$ cat config.mk
export PLATFORM = sky130hd
export DESIGN_NAME = mem_access_unit
export DESIGN_NICKNAME = d
export VERILOG_FILES = /design/src/rtl/mem_access_unit_pkg.sv /design/src/rtl/mem_byte_lane.sv /design/src/rtl/mem_access_unit.sv
export SDC_FILE = /design/constraint.sdc
export NUM_CORES = 1
export LEC_CHECK = 0
export BUFFER_PORTS_ARGS = -buffer_cell sky130_fd_sc_hd__buf_2
export CAP_MARGIN = 0
export CORE_ASPECT_RATIO = 1.75
export CORE_UTILIZATION = 53
export CTS_BUF_LIST = sky130_fd_sc_hd__clkbuf_16
export DETAILED_ROUTE_END_ITERATION = 8
export GPL_ROUTABILITY_DRIVEN = 0
export PLACE_DENSITY = 0.88
export SLEW_MARGIN = 20
export SYNTH_ARGS = -nofsm -noshare
export SYNTH_HDL_FRONTEND = slang
export SYNTH_SLANG_ARGS = --single-unit
$ cat constraint.sdc
create_clock -name clk -period 4.2 [get_ports clk]
set_clock_uncertainty 0.1 [all_clocks]
set_input_delay 0.21 -clock clk [delete_from_list [all_inputs] [get_ports clk]]
set_output_delay 0.21 -clock clk [all_outputs]
set_load 0.02 [all_outputs]
$ cat src/rtl/mem_access_unit_pkg.sv
// Shared definitions for the MEM-stage access unit: widths, opcode
// encodings, FSM states and small opcode/alignment helpers.
package mem_access_unit_pkg;

  localparam int DATA_W            = 32;
  localparam int ADDR_W            = 32;
  localparam int INST_OP_BUS_WIDTH = 4;

  typedef logic [INST_OP_BUS_WIDTH-1:0] op_t;

  localparam op_t OP_LB  = 4'd0;
  localparam op_t OP_LBU = 4'd1;
  localparam op_t OP_LH  = 4'd2;
  localparam op_t OP_LHU = 4'd3;
  localparam op_t OP_LW  = 4'd4;
  localparam op_t OP_SB  = 4'd5;
  localparam op_t OP_SH  = 4'd6;
  localparam op_t OP_SW  = 4'd7;

  // state   | meaning
  // IDLE    | waiting for ram_en_in; alignment check happens here
  // BUSY    | bus_req held, waiting for bus_ack or timeout
  // DONE    | one-cycle retire: access_done pulse, pipeline released
  typedef enum logic [1:0] {
    ST_IDLE = 2'd0,
    ST_BUSY = 2'd1,
    ST_DONE = 2'd2
  } state_t;

  typedef enum logic [1:0] {
    SZ_BYTE = 2'd0,
    SZ_HALF = 2'd1,
    SZ_WORD = 2'd2
  } size_t;

  // Unknown opcodes fall into the word bucket so they behave as LW.
  function automatic size_t op_size(input op_t op);
    case (op)
      OP_LB, OP_LBU, OP_SB: return SZ_BYTE;
      OP_LH, OP_LHU, OP_SH: return SZ_HALF;
      default:              return SZ_WORD;
    endcase
  endfunction

  function automatic logic op_signed(input op_t op);
    return (op == OP_LB) || (op == OP_LH);
  endfunction

  function automatic logic op_is_store(input op_t op);
    return (op == OP_SB) || (op == OP_SH) || (op == OP_SW);
  endfunction

  function automatic logic addr_aligned(input size_t sz, input logic [1:0] lo);
    case (sz)
      SZ_HALF: return ~lo[0];
      SZ_WORD: return (lo == 2'b00);
      default: return 1'b1;
    endcase
  endfunction

endpackage

$ cat src/rtl/mem_byte_lane.sv
// Byte-lane steering for the data bus: store select/replication on the way
// out and lane extraction with sign/zero extension on the way back.
module mem_byte_lane
  import mem_access_unit_pkg::*;
(
  input  op_t               op,
  input  logic              store,
  input  logic [1:0]        addr_lo,
  input  logic [DATA_W-1:0] store_data,
  input  logic [DATA_W-1:0] rdata,
  output logic [3:0]        sel,
  output logic [DATA_W-1:0] wdata,
  output logic [DATA_W-1:0] load_data
);

  logic [7:0]  lane_b;
  logic [15:0] lane_h;
  logic        sext;

  // Store side: loads always request the full word.
  always_comb begin
    sel   = 4'b1111;
    wdata = store_data;
    if (store) begin
      case (op_size(op))
        SZ_BYTE: begin
          sel   = 4'b0001 << addr_lo;
          wdata = {4{store_data[7:0]}};
        end
        SZ_HALF: begin
          sel   = addr_lo[1] ? 4'b1100 : 4'b0011;
          wdata = {2{store_data[15:0]}};
        end
        default: ;
      endcase
    end
  end

  // Load side: pick the addressed lane, then extend.
  always_comb begin
    case (addr_lo)
      2'd0:    lane_b = rdata[7:0];
      2'd1:    lane_b = rdata[15:8];
      2'd2:    lane_b = rdata[23:16];
      default: lane_b = rdata[31:24];
    endcase
    lane_h    = addr_lo[1] ? rdata[31:16] : rdata[15:0];
    sext      = op_signed(op);
    load_data = rdata;
    case (op_size(op))
      SZ_BYTE: load_data = {{24{sext & lane_b[7]}}, lane_b};
      SZ_HALF: load_data = {{16{sext & lane_h[15]}}, lane_h};
      default: ;
    endcase
  end

endmodule

$ cat src/rtl/mem_access_unit.sv
// MEM-stage load/store engine: turns the registered EX->MEM access into a
// req/ack bus transaction, stalls the pipeline while it is in flight and
// returns the formatted load result.
module mem_access_unit
  import mem_access_unit_pkg::*;
#(
  parameter int OP_W    = INST_OP_BUS_WIDTH,
  parameter int TIMEOUT = 16
) (
  input  logic              clk,
  input  logic              rst,
  input  logic              ram_en_in,
  input  logic              ram_write_en_in,
  input  logic [OP_W-1:0]   inst_op_in,
  input  logic [ADDR_W-1:0] result_in,
  input  logic [DATA_W-1:0] reg_data_2_in,
  output logic              stall_request,
  output logic [DATA_W-1:0] load_data_out,
  output logic              access_done,
  output logic              addr_err,
  output logic              bus_err,
  output logic              bus_req,
  output logic              bus_we,
  output logic [ADDR_W-1:0] bus_addr,
  output logic [3:0]        bus_sel,
  output logic [DATA_W-1:0] bus_wdata,
  input  logic              bus_ack,
  input  logic [DATA_W-1:0] bus_rdata
);

  localparam int CNT_W = $clog2(TIMEOUT + 1);

  state_t            state, state_nxt;
  logic [CNT_W-1:0]  cnt;
  op_t               op_q;
  logic [1:0]        addr_lo_q;
  logic              store_q;

  op_t               op_cur;
  logic              cur_store;
  logic              cur_aligned;
  logic              expire;
  logic              in_idle;

  op_t               lane_op;
  logic              lane_store;
  logic [1:0]        lane_addr_lo;
  logic [3:0]        lane_sel;
  logic [DATA_W-1:0] lane_wdata;
  logic [DATA_W-1:0] lane_load;

  assign op_cur      = op_t'(inst_op_in);
  assign cur_store   = ram_write_en_in & op_is_store(op_cur);
  assign cur_aligned = addr_aligned(op_size(op_cur), result_in[1:0]);
  // Last permitted BUSY cycle; counter value is the number of BUSY cycles already spent.
  assign expire      = (cnt == CNT_W'(TIMEOUT - 1));
  assign in_idle     = (state == ST_IDLE);

  // One lane unit serves both directions: in IDLE it formats the incoming
  // store, afterwards it extracts from bus_rdata using the latched access.
  assign lane_op      = in_idle ? op_cur : op_q;
  assign lane_store   = in_idle ? cur_store : store_q;
  assign lane_addr_lo = in_idle ? result_in[1:0] : addr_lo_q;

  mem_byte_lane u_lane (
    .op         (lane_op),
    .store      (lane_store),
    .addr_lo    (lane_addr_lo),
    .store_data (reg_data_2_in),
    .rdata      (bus_rdata),
    .sel        (lane_sel),
    .wdata      (lane_wdata),
    .load_data  (lane_load)
  );

  // State register.
  always_ff @(posedge clk or negedge rst) begin
    if (!rst) state <= ST_IDLE;
    else      state <= state_nxt;
  end

  // Next-state decode and the combinational stall (gated so reset forces it low).
  always_comb begin
    state_nxt     = state;
    stall_request = rst & ((in_idle & ram_en_in) | (state == ST_BUSY));
    case (state)
      ST_IDLE: if (ram_en_in) state_nxt = cur_aligned ? ST_BUSY : ST_DONE;
      ST_BUSY: if (bus_ack || expire) state_nxt = ST_DONE;
      ST_DONE: state_nxt = ST_IDLE;
      default: state_nxt = ST_IDLE;
    endcase
  end

  // Registered bus outputs, result, retire flags and timeout counter.
  always_ff @(posedge clk or negedge rst) begin
    if (!rst) begin
      cnt           <= '0;
      op_q          <= '0;
      addr_lo_q     <= '0;
      store_q       <= 1'b0;
      load_data_out <= '0;
      access_done   <= 1'b0;
      addr_err      <= 1'b0;
      bus_err       <= 1'b0;
      bus_req       <= 1'b0;
      bus_we        <= 1'b0;
      bus_addr      <= '0;
      bus_sel       <= '0;
      bus_wdata     <= '0;
    end else begin
      access_done <= 1'b0;
      addr_err    <= 1'b0;
      bus_err     <= 1'b0;
      case (state)
        ST_IDLE: begin
          if (ram_en_in) begin
            if (cur_aligned) begin
              op_q      <= op_cur;
              addr_lo_q <= result_in[1:0];
              store_q   <= cur_store;
              cnt       <= '0;
              bus_req   <= 1'b1;
              bus_we    <= cur_store;
              bus_addr  <= {result_in[ADDR_W-1:2], 2'b00};
              bus_sel   <= lane_sel;
              bus_wdata <= lane_wdata;
            end else begin
              access_done <= 1'b1;
              addr_err    <= 1'b1;
            end
          end
        end
        ST_BUSY: begin
          cnt <= cnt + CNT_W'(1);
          if (bus_ack) begin
            bus_req     <= 1'b0;
            bus_we      <= 1'b0;
            access_done <= 1'b1;
            if (!store_q) load_data_out <= lane_load;
          end else if (expire) begin
            bus_req       <= 1'b0;
            bus_we        <= 1'b0;
            access_done   <= 1'b1;
            bus_err       <= 1'b1;
            load_data_out <= '0;
          end
        end
        default: ;
      endcase
    end
  end

endmodule

# Word level (Yosys, flattened, before mapping)
# Index checks and enable logic that the tools add are counted.
# W data, S select, Z words.
# word_totals
regBits	117
in_bits	105
out_inout_bits	106
wordCells	110
# classes
add_sub_neg	1
eq_ne	24
n_shift	1
n_mux	41
n_bitwise	7
reduce_logical	22
# ops
op	count
$mux W32	4
$pmux W32 S2	2
$pmux W8 S3	1
$eq A4 B3 Y1 const B	5
$eq A4 B2 Y1 const B	4
$mux W16	1
$mux W1	14
$mux W4	3
$pmux W2 S2	3
$reduce_or A3 Y1	4
$eq A2 B1 Y1 const B	5
$logic_not A2 Y1	5
$mux W2	5
$mux W5	2
$pmux W5 S2	1
$reduce_and A3 Y1	3
$eq A4 B1 Y1 const B	2
$logic_not A4 Y1	2
$pmux W1 S2	4
$pmux W4 S2	1
$ne A2 B2 Y1 const B	3
$add A5 B1 Y5 const B	1
$and A1 B1 Y1	5
$eq A5 B4 Y1 const B	1
10 further kinds	15

# Longest topological paths before layout
# Gate-level depths: netlist (run 1).
# depth
word_depth	9
mapped_depth	9
ltp_nobuf	7

# By module
# A second synthesis (run 1) with hierarchy kept.
# unflattened
hier_cells	539
area_unflattened_um2	5945.7
# modules_own_cells
module	instances	cells_each	area_per_inst_um2	seq_area_each_um2
mem_access_unit	1	370	4724.5	2927.8
mem_byte_lane	1	169	1221.2	0.0

# Least setup slack after synthesis (run 1)
# Ideal clock, no wire load.
# synth_timing
kind	register to register
startpoint	register cnt[0]
endpoint	register load_data_out[4]
setup_time_ns	0.077
t_arrival_ns	2.107
required_time_ns	4.023
setup_slack_ns	1.916
path_stages_with_launch	10
path_buffers	2
period_less_slack_ns	2.284
cell_sequence	dfrtp_1 ha_1 and3_1 ha_1 nor2b_1 o21ai_0 clkbuf_1 clkbuf_1 a21oi_1 a21oi_1
# synth_via
elab_chain_len	3
# synth_rtl
item	line	source
start: declaration	mem_access_unit.sv:34	logic [CNT_W-1:0] cnt;
start signal: assignment	mem_access_unit.sv:134	cnt <= cnt + CNT_W'(1);
$eq A5 B4 Y1	mem_access_unit.sv:56	assign expire = (cnt == CNT_W'(TIMEOUT - 1));
$reduce_bool A2 Y1 (no source line)	--	
$reduce_and A3 Y1 (no source line)	--	
end signal: assignment	mem_access_unit.sv:139	if (!store_q) load_data_out <= lane_load;
end: declaration	mem_access_unit.sv:18	output logic [DATA_W-1:0] load_data_out,
# No other way between the ends.
# A chain may end at the register's enable or synchronous reset.

# Worst setup path in the final report (run 1)
# layout_timing
startpoint	register state[0]
endpoint	register load_data_out[13]
# layout_via
elab_chain_len	9
elab_cells_between_ends	26
classes_between	eq/ne (9); mux (8); bitwise (1); reduce/logical (8)
# layout_rtl
item	line	source
start: declaration	mem_access_unit.sv:33	state_t state, state_nxt;
start signal: assignment	mem_access_unit.sv:79	else state <= state_nxt;
$logic_not A2 Y1	mem_access_unit.sv:57	assign in_idle = (state == ST_IDLE);
$mux W4	mem_access_unit.sv:61	assign lane_op = in_idle ? op_cur : op_q;
$eq A4 B2 Y1, or another cell as far along	mem_access_unit_pkg.sv:38	case (op)
$reduce_or A3 Y1	mem_access_unit_pkg.sv:38	
$pmux W2 S2	mem_access_unit_pkg.sv:38	
$eq A2 B1 Y1 or $logic_not A2 Y1 (tied branches)	mem_byte_lane.sv:50	case (op_size(op))
$pmux W32 S2	mem_byte_lane.sv:50	
$mux W32	mem_access_unit.sv:139	
$mux W32	mem_access_unit.sv:135	if (bus_ack) begin
# Several ways; a longest one is shown, not always the timed one. The select of a mux whose other input is x is not followed.

==> results.json, run 1 <==
{
  "arrival_ns": 3.50,
  "htree_num_levels": 4,
  "clock_sinks": 117,
  "area_growth_pct": 47.42,
  "seq_area_frac_synth": 0.5429,
  "synth_area_per_cell_sq_um": 9.314,
  "ff2ff_setup_slack_ns": 0.95,
  "fin_setup_tns_ns": 0,
  "synth_cell_types": 46,
  "drt-initial-drc-count": 604,
  "wl_um": 18580,
  "fin_crit_ns": 3.253,
  "n_fill_cell": 590,
  "required_ns": 4.45,
  "slew_headroom": 0.2485,
  "final_cell_area_sq_um": 7950,
  "reg2reg_to": "load_data_out[13]",
  "synth_edf_count": 0,
  "hold_start": "reg_data_2_in[18]",
  "hpwl_um": 10790,
  "grt_pass1_wl_um": 28950,
  "cp_max_fo": 17,
  "final_max_slew_viol_count": 0,
  "clk_latency_ns": 0.41,
  "min_to": "bus_wdata[18]",
  "postCtsResizedCells": 0,
  "cts_buffer_depth": 2,
  "n_antenna_cell": 0,
  "die-width_um": 78.25,
  "ioPinCount": 211,
  "post_cts_buffers": 0,
  "grt_use_total": 0.3574,
  "antenna_found_initial": 0,
  "r2r_start": "state[0]",
  "critPathLaunchType": "flop",
  "path_class": "reg -> reg",
  "drt-pass1-iter-count": 8,
  "place_area_sq_um": 6497,
  "overflow": 0,
  "synth_ff_type": "dfrtp_1",
  "finalSetupViolCount": 0,
  "cts_tree": "done",
  "p_per_area_nw_per_um2": 684.9,
  "core.rowCount": 48,
  "cp-end-kind": "flop",
  "holdPathStages": 3,
  "vias_per_cell": 5.869,
  "p_leak_nw": 4.200,
  "yosys_warnings": 0,
  "period_share": 0.7746,
  "finalHoldViolations": 0,
  "drive_gt1_frac": 0.3010,
  "start_util": 0.5475,
  "via_count": 5881,
  "antenna_left": 0,
  "io_buffers": 208,
  "rr_worst_depth": 7,
  "wire_per_inst_um": 18.54,
  "outcome": "completed",
  "startpoint": "state[0]",
  "postSynthCellCount": 579,
  "nets": 971,
  "root_buffer": "clkbuf_16",
  "hold_class": "in -> reg",
  "core_sq_um": 9849,
  "synth_area_sq_um": 5393,
  "postLayoutCoreUtil": 0.8072,
  "grt_pass1_vias": 6017,
  "ir_worst_vdd_uv": 463.7,
  "rsz0062_at_grt": "false",
  "clk_pin_slew_ns": 0.05,
  "synth-seq-cells": 117,
  "synthArstFlopShare": 1.000,
  "max_freq_mhz": 307.4,
  "fp.dieH_um": 135.4,
  "tightest_slew_ns": 1.127,
  "drc": 0,
  "cap_violations": 0,
  "grt_max_degree": 66,
  "cts_made_buffers": 17,
  "dieArea_sq_um": 10600
}
## Yosys cell counts (2+ instances only)
| cell type | instances | area share |
|---|---|---|
| a211o_1 | 2 | 0.0032 |
| and3_1 | 2 | 0.0023 |
| a32o_1 | 7 | 0.013 |
| a222oi_1 | 7 | 0.013 |
| a31oi_1 | 2 | 0.0023 |
| a22o_1 | 9 | 0.015 |
| buf_4 | 5 | 0.0070 |
| buf_1 | 3 | 0.0021 |
| a2111oi_1 | 2 | 0.0037 |
| ha_1 | 2 | 0.0046 |
| a22oi_1 | 24 | 0.033 |
| nand2_1 | 185 | 0.13 |
| clkbuf_1 | 24 | 0.017 |
| and2_1 | 3 | 0.0035 |
| buf_6 | 3 | 0.0063 |
| a21oi_1 | 46 | 0.043 |
| a21o_1 | 7 | 0.0097 |
| nand3_1 | 17 | 0.016 |
| nand2b_1 | 3 | 0.0035 |
| or2_2 | 8 | 0.0093 |
| o211a_1 | 2 | 0.0037 |
| nor2b_1 | 4 | 0.0046 |
| nor3_1 | 3 | 0.0028 |
| inv_1 | 5 | 0.0035 |
| mux2_2 | 3 | 0.0063 |
| dfrtp_1 | 117 | 0.54 |
| nor2_1 | 27 | 0.019 |
| mux2i_1 | 11 | 0.020 |
| o21ai_0 | 29 | 0.027 |
## timing repair
action | 4_1_cts | 5_1_grt
hold buffers | 86 | 1
endpoints found under the setup margin | 0 | 0
hold endpoints to repair | 134 | 1
## cell type report
type | instances | area, sq um | share of cell area
clock buffers | 17 | 425.4 | 0.05351
multi-input cells | 422 | 2313 | 0.2910
repair buffers | 301 | 1959 | 0.2465
clock inverters | 15 | 148.9 | 0.01873
inverters | 5 | 18.77 | 0.002361
well taps | 125 | 156.4 | 0.01967
flip-flops and latches | 117 | 2928 | 0.3683
## metal layers
layer / vias up / global-route usage / wire [um]
met4: 0 / 0.2284 / 1048
met1: 2772 / 0.4036 / 6440
met5: - / 0 / 0
met3: 101 / 0.08687 / 1579
li1: 2575 / - / -
met2: 433 / 0.5994 / 9507
## power breakdown
| part | internal, W | switching [W] |
|---|---|---|
| Clock | 0.000914 | 0.000504 |
| Sequential | 0.00157 | 0.000287 |
| Combinational | 0.000789 | 0.00138 |
## stage by stage
step | worst slack [ns] | std cells | hold slack, ns | power (W)
floorplan | 1.916 | 580 | -0.1856 | 0.003141
global placement | 1.527 | 883 | 0.1726 | 0.003763
detailed placement | 1.415 | 883 | 0.1909 | 0.003853
CTS | 1.023 | 1001 | 0.0003300 | 0.005362
global route | 0.7433 | 1002 | 0.01900 | 0.005696
finish | 0.9467 | 1002 | 0.004252 | 0.005445
## worst max path at each step
stage                   endpoint  slack [ns]  cells after the start
2_1_floorplan   load_data_out[4]        1.92                      9
3_3_place_gp    load_data_out[5]        1.53                      6
3_5_place_dp   load_data_out[18]        1.41                      8
4_1_cts        load_data_out[11]        1.02                      7
5_1_grt        load_data_out[13]        0.74                      7
6_report       load_data_out[13]        0.95                      7
## cells in the final DEF, fill, tap and decap left out, types with 3 or more instances in the layout
master           n
inv_1            9
nand2b_1         3
buf_2          207
bufinv_16        3
a32o_1           7
nor2_1          27
a21o_1           7
and2_1           3
mux2i_1         11
clkinv_2         5
a22oi_1         24
or2_2            8
mux2_2           3
clkbuf_16       17
nand2_1        185
nand3_1         16
buf_4            7
o21ai_0         28
dlygate4sd3_1   87
nor2b_1          4
nor3_1           3
a222oi_1         7
a22o_1           9
a21oi_1         45
dfrtp_1        117
## state kept, by name (all words and copies together), names as in the netlist
register       cells
access_done        1
addr_lo_q          2
bus_addr          30
load_data_out     32
bus_we             1
addr_err           1
store_q            1
state              2
bus_sel            4
bus_req            1
op_q               4
bus_err            1
bus_wdata         32
cnt                5
## cell families (layout without fill, tap and decap cells)
family	after synthesis	in the layout	synth area share
buffers and inverters	41	338	0.03643
AO/OA/AOI/OAI	146	146	0.1868
flip-flops	117	117	0.5429
other	1	2	0.0006954
adder cells (fa/ha/maj)	2	2	0.004640
AND/OR/NAND/NOR	257	257	0.1977
multiplexers	15	15	0.03086
## critical path, stage by stage, from the launching register on
cell and delay (ns):
dfrtp_1 0.52, nor2_4 0.14, a2111oi_2 0.29, a41o_1 0.66, mux2i_4 0.64, nand3_1 0.18
nand3_1 0.11, dlygate4sd3_1 0.55
No activity file was read; power rests on OpenSTA's default activity.
==> inputs of run 2 (changes only) <==
--- a/config.mk
+++ b/config.mk
@@ -8,11 +8,11 @@
 export BUFFER_PORTS_ARGS = -buffer_cell sky130_fd_sc_hd__buf_2
 export CAP_MARGIN = 0
 export CORE_ASPECT_RATIO = 1.75
-export CORE_UTILIZATION = 53
+export CORE_UTILIZATION = 49
 export CTS_BUF_LIST = sky130_fd_sc_hd__clkbuf_16
 export DETAILED_ROUTE_END_ITERATION = 8
 export GPL_ROUTABILITY_DRIVEN = 0
-export PLACE_DENSITY = 0.88
+export PLACE_DENSITY = 0.82
 export SLEW_MARGIN = 20
 export SYNTH_ARGS = -nofsm -noshare
 export SYNTH_HDL_FRONTEND = slang
==> constraint.sdc (replaced) <==
create_clock -name clk -period 3.29 [get_ports clk]
set_clock_uncertainty 0.1 [all_clocks]
set_input_delay 0.1645 -clock clk [delete_from_list [all_inputs] [get_ports clk]]
set_output_delay 0.1645 -clock clk [all_outputs]
set_load 0.02 [all_outputs]
==> run 2 against run 1 <==
Global-route usage is 0.81 points lower; flip-flop and latch count stayed put; routed wire length is 2.7% higher; critical endpoint is now load_data_out[11].
==> results.json, run 2 (synthesis results as in run 1) <==
{
  "crit_chain": "nor2_4, mux2_2, mux2i_1, a2111oi_4, nand2_2, nand3_1, dlygate4sd3_1",
  "final_max_slew_viol_count": 0,
  "wire_per_inst_um": 18.61,
  "area_growth_pct": 51.97,
  "slew_headroom": 0.2723,
  "core_sq_um": 10700,
  "core.rowCount": 50,
  "p_leak_nw": 4.271,
  "p_clk_frac": 0.276,
  "io_buffers": 208,
  "postLayoutCoreUtil": 0.7661,
  "final_common_cell": "buf_2",
  "mostFrequentLayoutCells": "buf_2, nand2_1, dfrtp_1",
  "grt_max_degree": 52,
  "critPathLaunchType": "flop",
  "drt-initial-drc-count": 485,
  "start_util": 0.5041,
  "hpwl_um": 11110,
  "cts_tree": "done",
  "clk_latency_ns": 0.42,
  "p_comb_frac": 0.392,
  "ioPinCount": 211,
  "cap_violations": 0,
  "worst_path_max_delay_cell": "dlygate4sd3_1",
  "reg_top3": "bus_wdata x32, load_data_out x32, bus_addr x30",
  "rsz0062_at_grt": "false",
  "path_buf_inv": 1,
  "die-width_um": 81.30,
  "p_per_area_nw_per_um2": 874.7,
  "tightest_slew_ns": 1.092,
  "hold_class": "in -> reg",
  "grt_use_total": 0.3493,
  "overflow": 0,
  "root_buffer": "clkbuf_16",
  "n_fill_cell": 664,
  "final_cells": 1025,
  "grt_pass1_wl_um": 29680,
  "antenna_found_initial": 1,
  "finalHoldViolations": 0,
  "cp_max_fo": 19,
  "swShare": 0.3989,
  "cp-end-kind": "flop",
  "ff_latch_area_sq_um": 2928,
  "placed_cells": 890,
  "vias_per_cell": 5.802,
  "antenna_left": 0,
  "multi_input_area_sq_um": 2316,
  "arrival_ns": 3.35,
  "path_class": "reg -> reg",
  "cts_made_buffers": 17,
  "period_share": 0.9401,
  "max_freq_mhz": 323.3,
  "wl_um": 19080,
  "cts_buffer_depth": 2,
  "drc": 0,
  "nets": 988,
  "grt_pass1_vias": 6055,
  "htree_num_levels": 4,
  "post_cts_buffers": 0,
  "cp_top_family": "multiplexers",
  "required_ns": 3.54,
  "finalSetupViolCount": 0,
  "outcome": "completed",
  "drive_gt1_frac": 0.3043,
  "via_count": 5947,
  "fin_setup_tns_ns": 0,
  "internal-power_w": 0.004309,
  "drt-pass1-iter-count": 9,
  "critPathMaxStageDelay_ns": 0.56,
  "clock_sinks": 117,
  "ir_worst_vdd_uv": 686.3,
  "fp.dieH_um": 140.8,
  "fin_crit_ns": 3.093,
  "p_switching_w": 0.002859,
  "clk_pin_slew_ns": 0.06,
  "fin_hold_ws_ns": 0.02509,
  "dieArea_sq_um": 11450,
  "finalWorstSetupSlack_ns": 0.1970,
  "place_ws_ns": 0.5058,
  "seqPwrFrac": 0.332
}
## run 2: changes by cell type in the layout (fill, tap and decap cells not counted), moves of 2 or more
cell | previous run | this run
dlygate4sd3_1 | 87 | 102
clkinv_2 | 5 | 0
inv_1 | 9 | 5
clkinv_4 | 0 | 3
clkinvlp_4 | 2 | 5
inv_6 | 0 | 2
## run 2: layer usage
layer,wire length [um],share of wire,global-route usage,vias up
met5,0,0,0,-
met4,1141,0.060,0.2274,0
met3,1517,0.080,0.1049,108
met2,9819,0.51,0.5873,431
met1,6599,0.35,0.3655,2804
li1,-,-,-,2604
## run 2: cell type report
class / count / share of cell area
antenna: 1 / 0.0003053
tap: 130 / 0.01985
inverter: 5 / 0.002290
sequential: 117 / 0.3573
clock buffer: 17 / 0.05191
timing repair buffer: 318 / 0.2608
multi-input combinational: 422 / 0.2826
clock inverter: 15 / 0.02504
## run 2: power by group through the flow
stage,registers (W),clock network (W),logic [W]
global placement,0.00233,0,0.00249
detailed placement,0.00235,0,0.00257
CTS,0.00234,0.00199,0.00273
global route,0.00244,0.00206,0.00301
floorplan,0.00296,0,0.00105
finish,0.00238,0.00198,0.00281
## run 2: worst paths after layout
kind | start | endpoint | slack [ns] | depth (start not counted)
worst max-delay path | state[0] | load_data_out[11] | 0.20 | 7
max in group asynchronous | rst | bus_addr[21] | 1.86 | 3
min in group asynchronous | rst | load_data_out[0] | 0.18 | 2
worst min-delay path | bus_rdata[1] | load_data_out[1] | 0.03 | 3
worst min register to register | bus_addr[11] | bus_addr[11] | 0.37 | 2
worst max register to register | state[0] | load_data_out[11] | 0.20 | 7
## run 2: repair_timing
| action | 4_1_cts | 5_1_grt |
|---|---|---|
| setup endpoints to repair | 0 | 5 |
| resized for setup | 0 | 2 |
| hold endpoints to repair | 134 | 0 |
| hold buffers | 102 | 0 |
## run 2: worst register-to-register path: stages, from the launching register on
cell	delay, ns
dfrtp_1	0.49
nor2_4	0.30
mux2_2	0.53
mux2i_1	0.21
a2111oi_4	0.47
nand2_2	0.23
nand3_1	0.14
dlygate4sd3_1	0.56
## run 2: metrics by stage
step           total power, W  instance area (sq um)
6_report             0.007168                   8195
5_1_grt              0.007509                   8195
4_1_cts              0.007052                   8183
3_5_place_dp         0.004924                   6531
3_3_place_gp         0.004822                   6531
2_1_floorplan        0.004009                   5396
==> inputs of run 3 (changes only) <==
--- a/config.mk
+++ b/config.mk
@@ -13,6 +13,7 @@
 export DETAILED_ROUTE_END_ITERATION = 8
 export GPL_ROUTABILITY_DRIVEN = 0
 export PLACE_DENSITY = 0.82
+export RECOVER_POWER = 100
 export SLEW_MARGIN = 20
 export SYNTH_ARGS = -nofsm -noshare
 export SYNTH_HDL_FRONTEND = slang
==> run 3 against run 2 <==
The flow now finishes with violations (capacitance limit, slew limit); largest cell class unchanged; critical path depth did not move; routed wire length fell by 0.41%; final area fell by 1.9%; critical path type unchanged; register-to-register slack barely moved; largest power group unchanged; worst hold slack improved by 0.0020 ns; flip-flop and latch count did not move.
==> results.json, run 3 (synthesis results as in run 1) <==
{
  "failed_checks": "capacitance limit, slew limit",
  "finalHoldViolations": 0,
  "p_per_area_nw_per_um2": 875.4,
  "grt_use_total": 0.3493,
  "critPathMaxStageDelay_ns": 0.55,
  "finalWorstSetupSlack_ns": 0.2078,
  "vias_per_cell": 5.802,
  "htree_num_levels": 4,
  "cts_made_buffers": 17,
  "drc": 0,
  "p_switching_w": 0.002874,
  "swShare": 0.4083,
  "final_cell_area_sq_um": 8041,
  "cp_max_fo": 19,
  "grt_pass1_vias": 6055,
  "final_cells": 1025,
  "cts_tree": "done",
  "period_share": 0.9368,
  "place_ws_ns": 0.5058,
  "final_common_cell": "nand2_1",
  "max_freq_mhz": 324.4,
  "overflow": 0,
  "via_count": 5947,
  "cts_buffer_depth": 2,
  "use_met1": 0.3655,
  "worst_path_max_delay_cell": "dlygate4sd3_1",
  "ir_worst_vdd_uv": 669.7,
  "antenna_found_initial": 1,
  "n_fill_cell": 749,
  "cp-end-kind": "flop",
  "drt-pass1-iter-count": 7,
  "busiest_layer": "met2",
  "clk_latency_ns": 0.41,
  "cap_violations": 1,
  "slew_headroom": -0.007118,
  "p_leak_nw": 3.932,
  "use_met2": 0.5873,
  "area_growth_pct": 49.12,
  "required_ns": 3.54,
  "fin_crit_ns": 3.082,
  "critPathLaunchType": "flop",
  "outcome": "finished, violations left",
  "clk_pin_slew_ns": 0.06,
  "hpwl_um": 11110,
  "path_buf_inv": 1,
  "drive_gt1_frac": 0.1834,
  "fp.dieH_um": 140.8,
  "grt_max_degree": 52,
  "seqPwrFrac": 0.340,
  "grt_pass1_wl_um": 29680,
  "grt_use_met3": 0.1049,
  "core.rowCount": 50,
  "crit_chain": "nor2_4, mux2_2, mux2i_1, a2111oi_4, nand2_2, nand3_1, dlygate4sd3_1",
  "arrival_ns": 3.34,
  "dieArea_sq_um": 11450,
  "start_util": 0.5041,
  "place_area_sq_um": 6531,
  "placed_cells": 890,
  "reg_top3": "bus_wdata x32, load_data_out x32, bus_addr x30",
  "finalSetupViolCount": 0,
  "ioPinCount": 211,
  "wire_per_inst_um": 18.53,
  "core_sq_um": 10700,
  "tightest_slew_ns": 1.511,
  "nets": 988,
  "rsz0062_at_grt": "false",
  "root_buffer": "clkbuf_16",
  "antenna_left": 0,
  "io_buffers": 208,
  "drt-initial-drc-count": 520,
  "p_clk_frac": 0.282,
  "mostFrequentLayoutCells": "nand2_1, dfrtp_1, clkbuf_1",
  "hold_class": "in -> reg",
  "clock_sinks": 117,
  "wl_um": 19000,
  "cp_top_family": "multiplexers",
  "p_comb_frac": 0.378,
  "internal-power_w": 0.004165,
  "final_max_slew_viol_count": 29,
  "path_class": "reg -> reg",
  "die-width_um": 81.30,
  "fin_setup_tns_ns": 0
}
-- run 3: final cells by class --
| class | count | area (sq um) | area share |
|---|---|---|---|
| antenna | 1 | 2.502 | 0.0003112 |
| clock buffer | 17 | 425.4 | 0.05290 |
| clock inverter | 15 | 205.2 | 0.02552 |
| inverter | 5 | 18.77 | 0.002334 |
| multi-input combinational | 422 | 2300 | 0.2860 |
| sequential | 117 | 2928 | 0.3641 |
| tap | 130 | 162.7 | 0.02023 |
| timing repair buffer | 318 | 1999 | 0.2486 |
-- run 3: power groups by stage --
stage / clock [W] / combinational, W / sequential (W)
2_1_floorplan: 0 / 0.00105 / 0.00296
3_3_place_gp: 0 / 0.00249 / 0.00233
3_5_place_dp: 0 / 0.00257 / 0.00235
4_1_cts: 0.00199 / 0.00273 / 0.00234
5_1_grt: 0.00206 / 0.00286 / 0.00246
6_report: 0.00198 / 0.00266 / 0.00240
-- run 3: tightest hold or removal path, delay by kind of cell --
kind	cells	cell delay, ns
AOI/OAI and AO/OA	2	0.23
buffers and inverters	1	0.11
-- run 3: worst paths after layout --
path / from / end / slack [ns] / depth (start not counted)
max: state[0] / load_data_out[14] / 0.21 / 7
min: bus_rdata[1] / load_data_out[1] / 0.03 / 3
max reg2reg: state[0] / load_data_out[14] / 0.21 / 7
min reg2reg: bus_addr[11] / bus_addr[11] / 0.38 / 2
max in group asynchronous: rst / bus_addr[3] / 1.12 / 3
min in group asynchronous: rst / load_data_out[0] / 0.18 / 2
-- run 3: layer usage --
metal  part of all wire  vias to the layer above
li1                   -                     2607
met1               0.34                     2801
met2               0.52                      430
met3              0.077                      109
met4              0.060                        0
met5                  0                        -
-- run 3: metrics by stage --
step	total power, W	hold slack (ns)	utilization
4_1_cts	0.007052	0.003101	0.7649
5_1_grt	0.007372	0.04650	0.7517
3_3_place_gp	0.004822	0.06555	0.6105
6_report	0.007039	0.02708	0.7517
3_5_place_dp	0.004924	0.08215	0.6105
2_1_floorplan	0.004009	-0.2311	-
-- run 3: repair_timing --
| action | in CTS | in global routing |
|---|---|---|
| endpoints found under the setup margin | 0 | 5 |
| endpoints found under the hold margin | 134 | 0 |
| hold buffers | 102 | 0 |
| setup buffers | 0 | 0 |
| gates resized for setup | 0 | 2 |
